===== src/rtl/uart_rx_core.sv =====
// 8N1 UART receiver: 16x oversampling, mid-bit sampling, sticky status/overrun
// flags held until the register-read path acknowledges with rx_clear.
module uart_rx_core #(
   parameter int CLK_FREQ = 100_000_000,
   parameter int BAUD     = 9600
) (
   input  logic       clk,
   input  logic       reset,
   input  logic       rx,
   input  logic       rx_clear,
   output logic [7:0] rx_data,
   output logic       rx_valid,
   output logic       rx_status,
   output logic       rx_overrun,
   output logic       frame_err,
   output logic       busy
);

   localparam int DIV = CLK_FREQ / (BAUD * 16);
   localparam int CW  = (DIV < 2) ? 1 : $clog2(DIV);

   generate
      if (DIV < 2) begin : g_div_check
         $error("uart_rx_core: CLK_FREQ/(BAUD*16) must be at least 2");
      end
   endgenerate

   typedef enum logic [1:0] {
      S_IDLE,
      S_START,
      S_DATA,
      S_STOP
   } state_t;

   state_t          state, state_nxt;
   logic            rx_sync1, rx_s, rx_d;
   logic [CW-1:0]   tick_cnt;
   logic [3:0]      sample_cnt;
   logic [2:0]      bit_idx;
   logic [7:0]      shift_reg;
   logic            tick;
   logic            start_ok, bit_done, stop_good, stop_bad;

   assign tick = (tick_cnt == CW'(DIV - 1));

   always_ff @(posedge clk or negedge reset) begin
      if (!reset) begin
         rx_sync1 <= 1'b1;
         rx_s     <= 1'b1;
         rx_d     <= 1'b1;
      end else begin
         rx_sync1 <= rx;
         rx_s     <= rx_sync1;
         rx_d     <= rx_s;
      end
   end

   always_ff @(posedge clk or negedge reset) begin
      if (!reset) state <= S_IDLE;
      else        state <= state_nxt;
   end

   always_comb begin
      state_nxt = state;
      start_ok  = 1'b0;
      bit_done  = 1'b0;
      stop_good = 1'b0;
      stop_bad  = 1'b0;
      case (state)
         S_IDLE: begin
            // Edge-only detection: a line stuck low never starts a frame.
            if (rx_d && !rx_s) state_nxt = S_START;
         end
         S_START: begin
            if (tick && sample_cnt == 4'd7) begin
               if (!rx_s) begin
                  start_ok  = 1'b1;
                  state_nxt = S_DATA;
               end else begin
                  state_nxt = S_IDLE;
               end
            end
         end
         S_DATA: begin
            if (tick && sample_cnt == 4'd15) begin
               bit_done = 1'b1;
               if (bit_idx == 3'd7) state_nxt = S_STOP;
            end
         end
         S_STOP: begin
            if (tick && sample_cnt == 4'd15) begin
               state_nxt = S_IDLE;
               if (rx_s) stop_good = 1'b1;
               else      stop_bad  = 1'b1;
            end
         end
         default: state_nxt = S_IDLE;
      endcase
   end

   // Counters sit at zero in IDLE, so start detection needs no explicit clear.
   always_ff @(posedge clk or negedge reset) begin
      if (!reset) begin
         tick_cnt   <= '0;
         sample_cnt <= '0;
         bit_idx    <= '0;
         shift_reg  <= '0;
      end else begin
         if (state == S_IDLE || tick) tick_cnt <= '0;
         else                         tick_cnt <= tick_cnt + CW'(1);

         if (state == S_IDLE || start_ok) sample_cnt <= '0;
         else if (tick)                   sample_cnt <= sample_cnt + 4'd1;

         if (start_ok)      bit_idx <= '0;
         else if (bit_done) bit_idx <= bit_idx + 3'd1;

         if (bit_done) shift_reg <= {rx_s, shift_reg[7:1]};
      end
   end

   always_ff @(posedge clk or negedge reset) begin
      if (!reset) begin
         rx_data    <= '0;
         rx_valid   <= 1'b0;
         rx_status  <= 1'b0;
         rx_overrun <= 1'b0;
         frame_err  <= 1'b0;
         busy       <= 1'b0;
      end else begin
         rx_valid <= stop_good;
         busy     <= (state_nxt != S_IDLE);
         if (stop_good) begin
            rx_data    <= shift_reg;
            rx_status  <= 1'b1;
            frame_err  <= 1'b0;
            // A coincident acknowledge consumes the old byte, so no overrun.
            rx_overrun <= rx_clear ? 1'b0 : (rx_overrun | rx_status);
         end else if (rx_clear) begin
            rx_status  <= 1'b0;
            rx_overrun <= 1'b0;
         end
         if (stop_bad) frame_err <= 1'b1;
      end
   end

endmodule

===== config.mk =====
export PLATFORM = sky130hd
export DESIGN_NAME = uart_rx_core
export DESIGN_NICKNAME = d
export VERILOG_FILES = /design/src/rtl/uart_rx_core.sv
export SDC_FILE = /design/constraint.sdc
export NUM_CORES = 1
export LEC_CHECK = 0
export CORE_MARGIN = 2
export CORE_UTILIZATION = 26
export DETAILED_ROUTE_END_ITERATION = 16
export PLACE_DENSITY = 0.5
export RECOVER_POWER = 25
export SYNTH_ARGS = -nofsm -noshare
export SYNTH_HDL_FRONTEND = slang
export SYNTH_SLANG_ARGS = --single-unit

===== constraint.sdc =====
create_clock -name clk -period 3.45 [get_ports clk]
set_input_delay 0.345 -clock clk [delete_from_list [all_inputs] [get_ports clk]]
set_output_delay 0.345 -clock clk [all_outputs]
set_load 0.005 [all_outputs]

Yosys cells after proc, flatten, opt, wreduce, memory -nomap -nowiden
Cells that the tools add are included.
- bits in registers: 43
- input port bits: 4
- output and inout port bits: 13
- word-level logic and storage cells: 65
- $add $sub $neg: 3
- eq/ne operators: 7
- muxes and demuxes: 28
- bitwise logic cells: 1
- reduce and logical (&&, ||, !) cells: 12
- operators with widths (kind ; count):
    1-bit 2-to-1 mux ; 16
    2-bit 2-to-1 mux ; 6
    10-bit by 1-bit adder with 10-bit output, second input constant ; 1
    10-bit == test, second input constant ; 1
    10-bit 2-to-1 mux ; 1
    2-bit nonzero test ; 5
    4-bit 2-to-1 mux ; 2
    2-bit case mux with 4 select lines ; 1
    3-bit 2-to-1 mux ; 2
    4-bit by 1-bit adder with 4-bit output, second input constant ; 1
    2-bit == test, second input constant ; 2
    4-bit by 3-bit == test with 1-bit output, second input constant ; 1
    4-bit == test, second input constant ; 1
    3-bit by 1-bit adder with 3-bit output, second input constant ; 1
    3-bit == test, second input constant ; 1
    1-bit logical AND ; 3
    2-bit by 1-bit == test with 1-bit output, second input constant ; 1
    2-bit zero test ; 1
    1-bit logical OR ; 2
    1-bit zero test ; 1
    1-bit bitwise OR ; 1

Longest topological paths before layout
- depth after elaboration: 6
- mapped depth: 7
- gate-level depth less buffers: 6

Worst setup path after synthesis
No wires, ideal clock.
- kind: reg-to-reg
- start: register tick_cnt[0]
- end: register shift_reg[0]
- library setup time: 0.125 ns
- arrival: 1.737 ns
- data required time: 3.325 ns
- path slack: 1.589 ns
- cell stages (with the launch flop): 8
- buffers on the path: 1
- clock period less this slack: 1.861 ns
- cells stage by stage: dfrtp_1 > inv_1 > ha_1 > and3b_2 > nor4b_4 > and2_1 > buf_6 > mux2_2
- word-level cells in the longest chain between the ends: 4
- ends and longest elaborated chain (item ; line ; text):
    start: declaration ; 37 ; logic [CW-1:0] tick_cnt;
    start signal: assignment ; 110 ; else tick_cnt <= tick_cnt + CW'(1);
    10-bit == test ; 44 ; assign tick = (tick_cnt == CW'(DIV - 1));
    1-bit logical AND ; 85 ; if (tick && sample_cnt == 4'd15) begin
    1-bit 2-to-1 mux ; 85 ;
    1-bit 2-to-1 mux ; 69 ; case (state)
    end signal: assignment ; 118 ; if (bit_done) shift_reg <= {rx_s, shift_reg[7:1]};
    end: declaration ; 40 ; logic [7:0] shift_reg;
No other way between the ends.
A chain may end at the register's enable or synchronous reset.

Final worst setup path
- start: register tick_cnt[0]
- end: register shift_reg[6]
The elaborated chain is that of the path after synthesis.

==> key figures <==
Run status
  – Status: finished with violations
  – Failing checks: capacitance limit, slew limit

Synthesis
  – Syn_nets: 169
  – Complex-gate fraction of the synthesized area: 0.0656
  – Yosys Warn Count: 0
  – Synthesized area: 1930 um^2
  – Post-synth EDFFs: 0
  – Synth async-reset ratio: 1.00
  – Main combinational cell family by area after synthesis: simple AND/OR/NAND/NOR gates
  – Sequential share of the synthesized area: 0.560
  – Seq cells post-synth: 43
  – Avg Cell Area, Syn: 12.0 um^2
  – Multiplexer share of the synthesized area: 0.0987
  – Post-Synth XOR/XNOR Area: 0.0455
  – Main synth FF type: dfrtp_1
  – Synthesized instance count: 160
  – Area share of and/or/nand/nor cells after synthesis: 0.180
  – Unique masters post-synth: 40
  – Synth Area in Adders: 0.0325

STA
  – PnR worst setup slack: 1.28 ns
  – RSZ-0062 raised after global routing: no
  – Period utilisation layout: 0.628
  – Fin. Hold Viols: 0
  – Worst-case clock skew: 0.00934 ns
  – Max Freq: 0.462 GHz
  – Total negative slack: 0 ns
  – Clock period minus final worst setup slack: 2.17 ns
  – Final setup fails: 0
  – Slew Limit Headroom: -0.510
  – Max Slew Vio Count: 44
  – Slew @ Worst Pin: 2.27 ns

Clock network
  – Clk slew on worst S/H paths: 0.09 ns
  – Root buffer cell: clkbuf_8
  – CTS max path bufs: 2
  – Post-CTS Setup Inserts: 0
  – CTS tree: yes
  – Hold buffer count at CTS: 0
  – # H-tree levels: 2
  – Latest clock arrival within the worst-skew pair: 0.29 ns
  – Num Clock Sinks: 43
  – Post-CTS sizing: 0
  – CTS buffer count: 5

Routing
  – Drt via density: 4.39
  – First drt pass iteration count: 4
  – Post-route antenna net violation count: 0
  – Total wire length: 3560 um
  – Avg WL per Cell: 12.7 um
  – DRT iter0 DRCs: 53
  – Post-route DRC: 0
  – Vias: 1,230

Floorplanning
  – Die footprint: 8120 um^2
  – Die H: 90.1 um
  – Rows: 31
  – DIE WIDTH: 90.1 um
  – Core box area: 7210 um^2
  – Ports: 17
  – Initial Util: 0.267

Critical path
  – Crit path to: shift_reg[6]
  – Maximum fanout along the worst path: 10
  – R2r setup slk: 1.28 ns
  – Crit path kind: flip-flop to flip-flop
  – R2r worst-path depth: 6
  – Crit end category: flip-flop
  – CP Data Arrival Time: 2.35 ns
  – Crit path from: tick_cnt[0]
  – R2r endpoint: shift_reg[6]
  – Reg2Reg Launch Point: tick_cnt[0]
  – Worst EP required: 3.64 ns
  – Worst Setup Start Kind: flip-flop

Power
  – PwrDens: 484 nW/um^2
  – VDD IR max: 0.000203 V
  – Leakage power total: 1.01 nW

GRT
  – Overall global routing resource usage: 0.0982
  – Grt total ovfl: 0
  – Vias in the first global route: 1,301
  – First-pass GRT wire length: 6460 um
  – Initial antenna violation count: 0
  – Largest net degree at the start of global routing: 44

Layout
  – Share of post-route cells with drive strength above 1: 0.182
  – Max FFs per register: 10
  – Fin nets: 189
  – Diode count: 0
  – Fillcell total: 783
  – Syn-to-layout area delta: 18.8%
  – Post-layout util: 0.317
  – Layout Cells excl Fill: 280

Placed design
  – Routability Congestion: 0.727
  – Port buffer count: 16
  – HPWL after DPL: 2450 um
  – Dpl cells: 272
  – Pre-CTS setup slack: 1.27 ns

Job
  – Maxcap violations: 1

Worst hold path
  – Hold crit path type: flip-flop to flip-flop
==> area by class of cell <==
type / count / area, um^2 / share of cell area
Sequential cell: 43 / 1080 / 0.472
Multi-Input combinational cell: 110 / 813 / 0.355
Timing Repair Buffer: 16 / 154 / 0.0672
Tap cell: 99 / 124 / 0.0541
Clock buffer: 7 / 96.3 / 0.0421
Inverter: 4 / 15.0 / 0.00656
Clock inverter: 1 / 7.51 / 0.00328
==> how the worst min path moves through the flow <==
stage	start	cells past startpoint	end
floorplan	reset	0	bit_idx[0]
global placement	rx_sync1	0	rx_s
detailed placement	rx_sync1	0	rx_s
CTS	reset	1	rx_data[1]
global route	rx_sync1	0	rx_s
finish	rx_sync1	0	rx_s
==> Yosys cell counts, types with 2 or more instances <==
library cell  count  share of area
o21ai_0           3         0.0078
nand2_1           9          0.018
mux2_2           16          0.094
nand3_1           6          0.016
xor2_1            2         0.0091
nor3b_1           2         0.0078
clkbuf_1          2         0.0039
nor2_1           19          0.037
ha_1              5          0.032
xnor2_1           8          0.036
dfrtp_1          40           0.52
nor3_1            4          0.010
o21ai_1           2         0.0052
and2_1            2         0.0065
a21oi_1           5          0.013
dfstp_2           3          0.041
inv_1             4         0.0078
o41ai_1           3          0.014
nor4_1            2         0.0065
nand4_1           2         0.0065
and4_1            2         0.0091
==> through the flow <==
| stage | hold slack [ns] | area [um^2] | total power, mW |
|---|---|---|---|
| final | 0.367 | 2290 | 1.11 |
| after global routing | 0.376 | 2290 | 1.18 |
| after CTS | 0.242 | 2290 | 1.13 |
| after detailed placement | 0.353 | 2190 | 0.769 |
| after global placement | 0.346 | 2190 | 0.766 |
| after floorplan | 0.0494 | 1930 | 0.722 |
==> worst max-delay path, cell delays in order (launching register included) <==
cell and delay, ns:
dfrtp_1 0.42, inv_1 0.07, ha_1 0.15, and3b_2 0.25
nor4b_4 0.32, and2_1 0.45, mux2_2 0.39
==> power breakdown <==
| part | switching [mW] | total, mW | internal [mW] |
|---|---|---|---|
| Clock | 0.171 | 0.353 | 0.182 |
| Sequential | 0.0551 | 0.602 | 0.547 |
| Combinational | 0.0837 | 0.154 | 0.0699 |
| Total | 0.310 | 1.11 | 0.799 |
==> metal layers <==
metal	vias up	GRT usage	share of wire
li1	609	-	-
met3	5	0.0277	0.026
met4	0	0.0423	0.021
met1	602	0.132	0.51
met5	-	0	0
met2	14	0.148	0.44
==> cells in the final DEF (no fill, tap or decap), types with 3 or more instances in the layout <==
| master | synthesis | final |
|---|---|---|
| a21oi_1 | 5 | 5 |
| clkbuf_8 | 0 | 7 |
| clkdlybuf4s50_1 | 0 | 14 |
| dfrtp_1 | 40 | 40 |
| ha_1 | 5 | 5 |
| inv_1 | 4 | 4 |
| mux2_2 | 16 | 16 |
| nand2_1 | 9 | 9 |
| nand3_1 | 6 | 6 |
| nor2_1 | 19 | 19 |
| nor3_1 | 4 | 4 |
| o21ai_0 | 3 | 3 |
| o41ai_1 | 3 | 3 |
| xnor2_1 | 8 | 8 |
==> cells by family (layout without fill, tap and decap cells) <==
family,count (synthesis),count (layout)
simple gates,59,59
flops,43,43
mux,17,17
buf+inv,7,28
fa+ha+maj,5,5
xor+xnor,10,10
compound gates,19,19
Note: power is estimated with default switching activity, not from simulation.
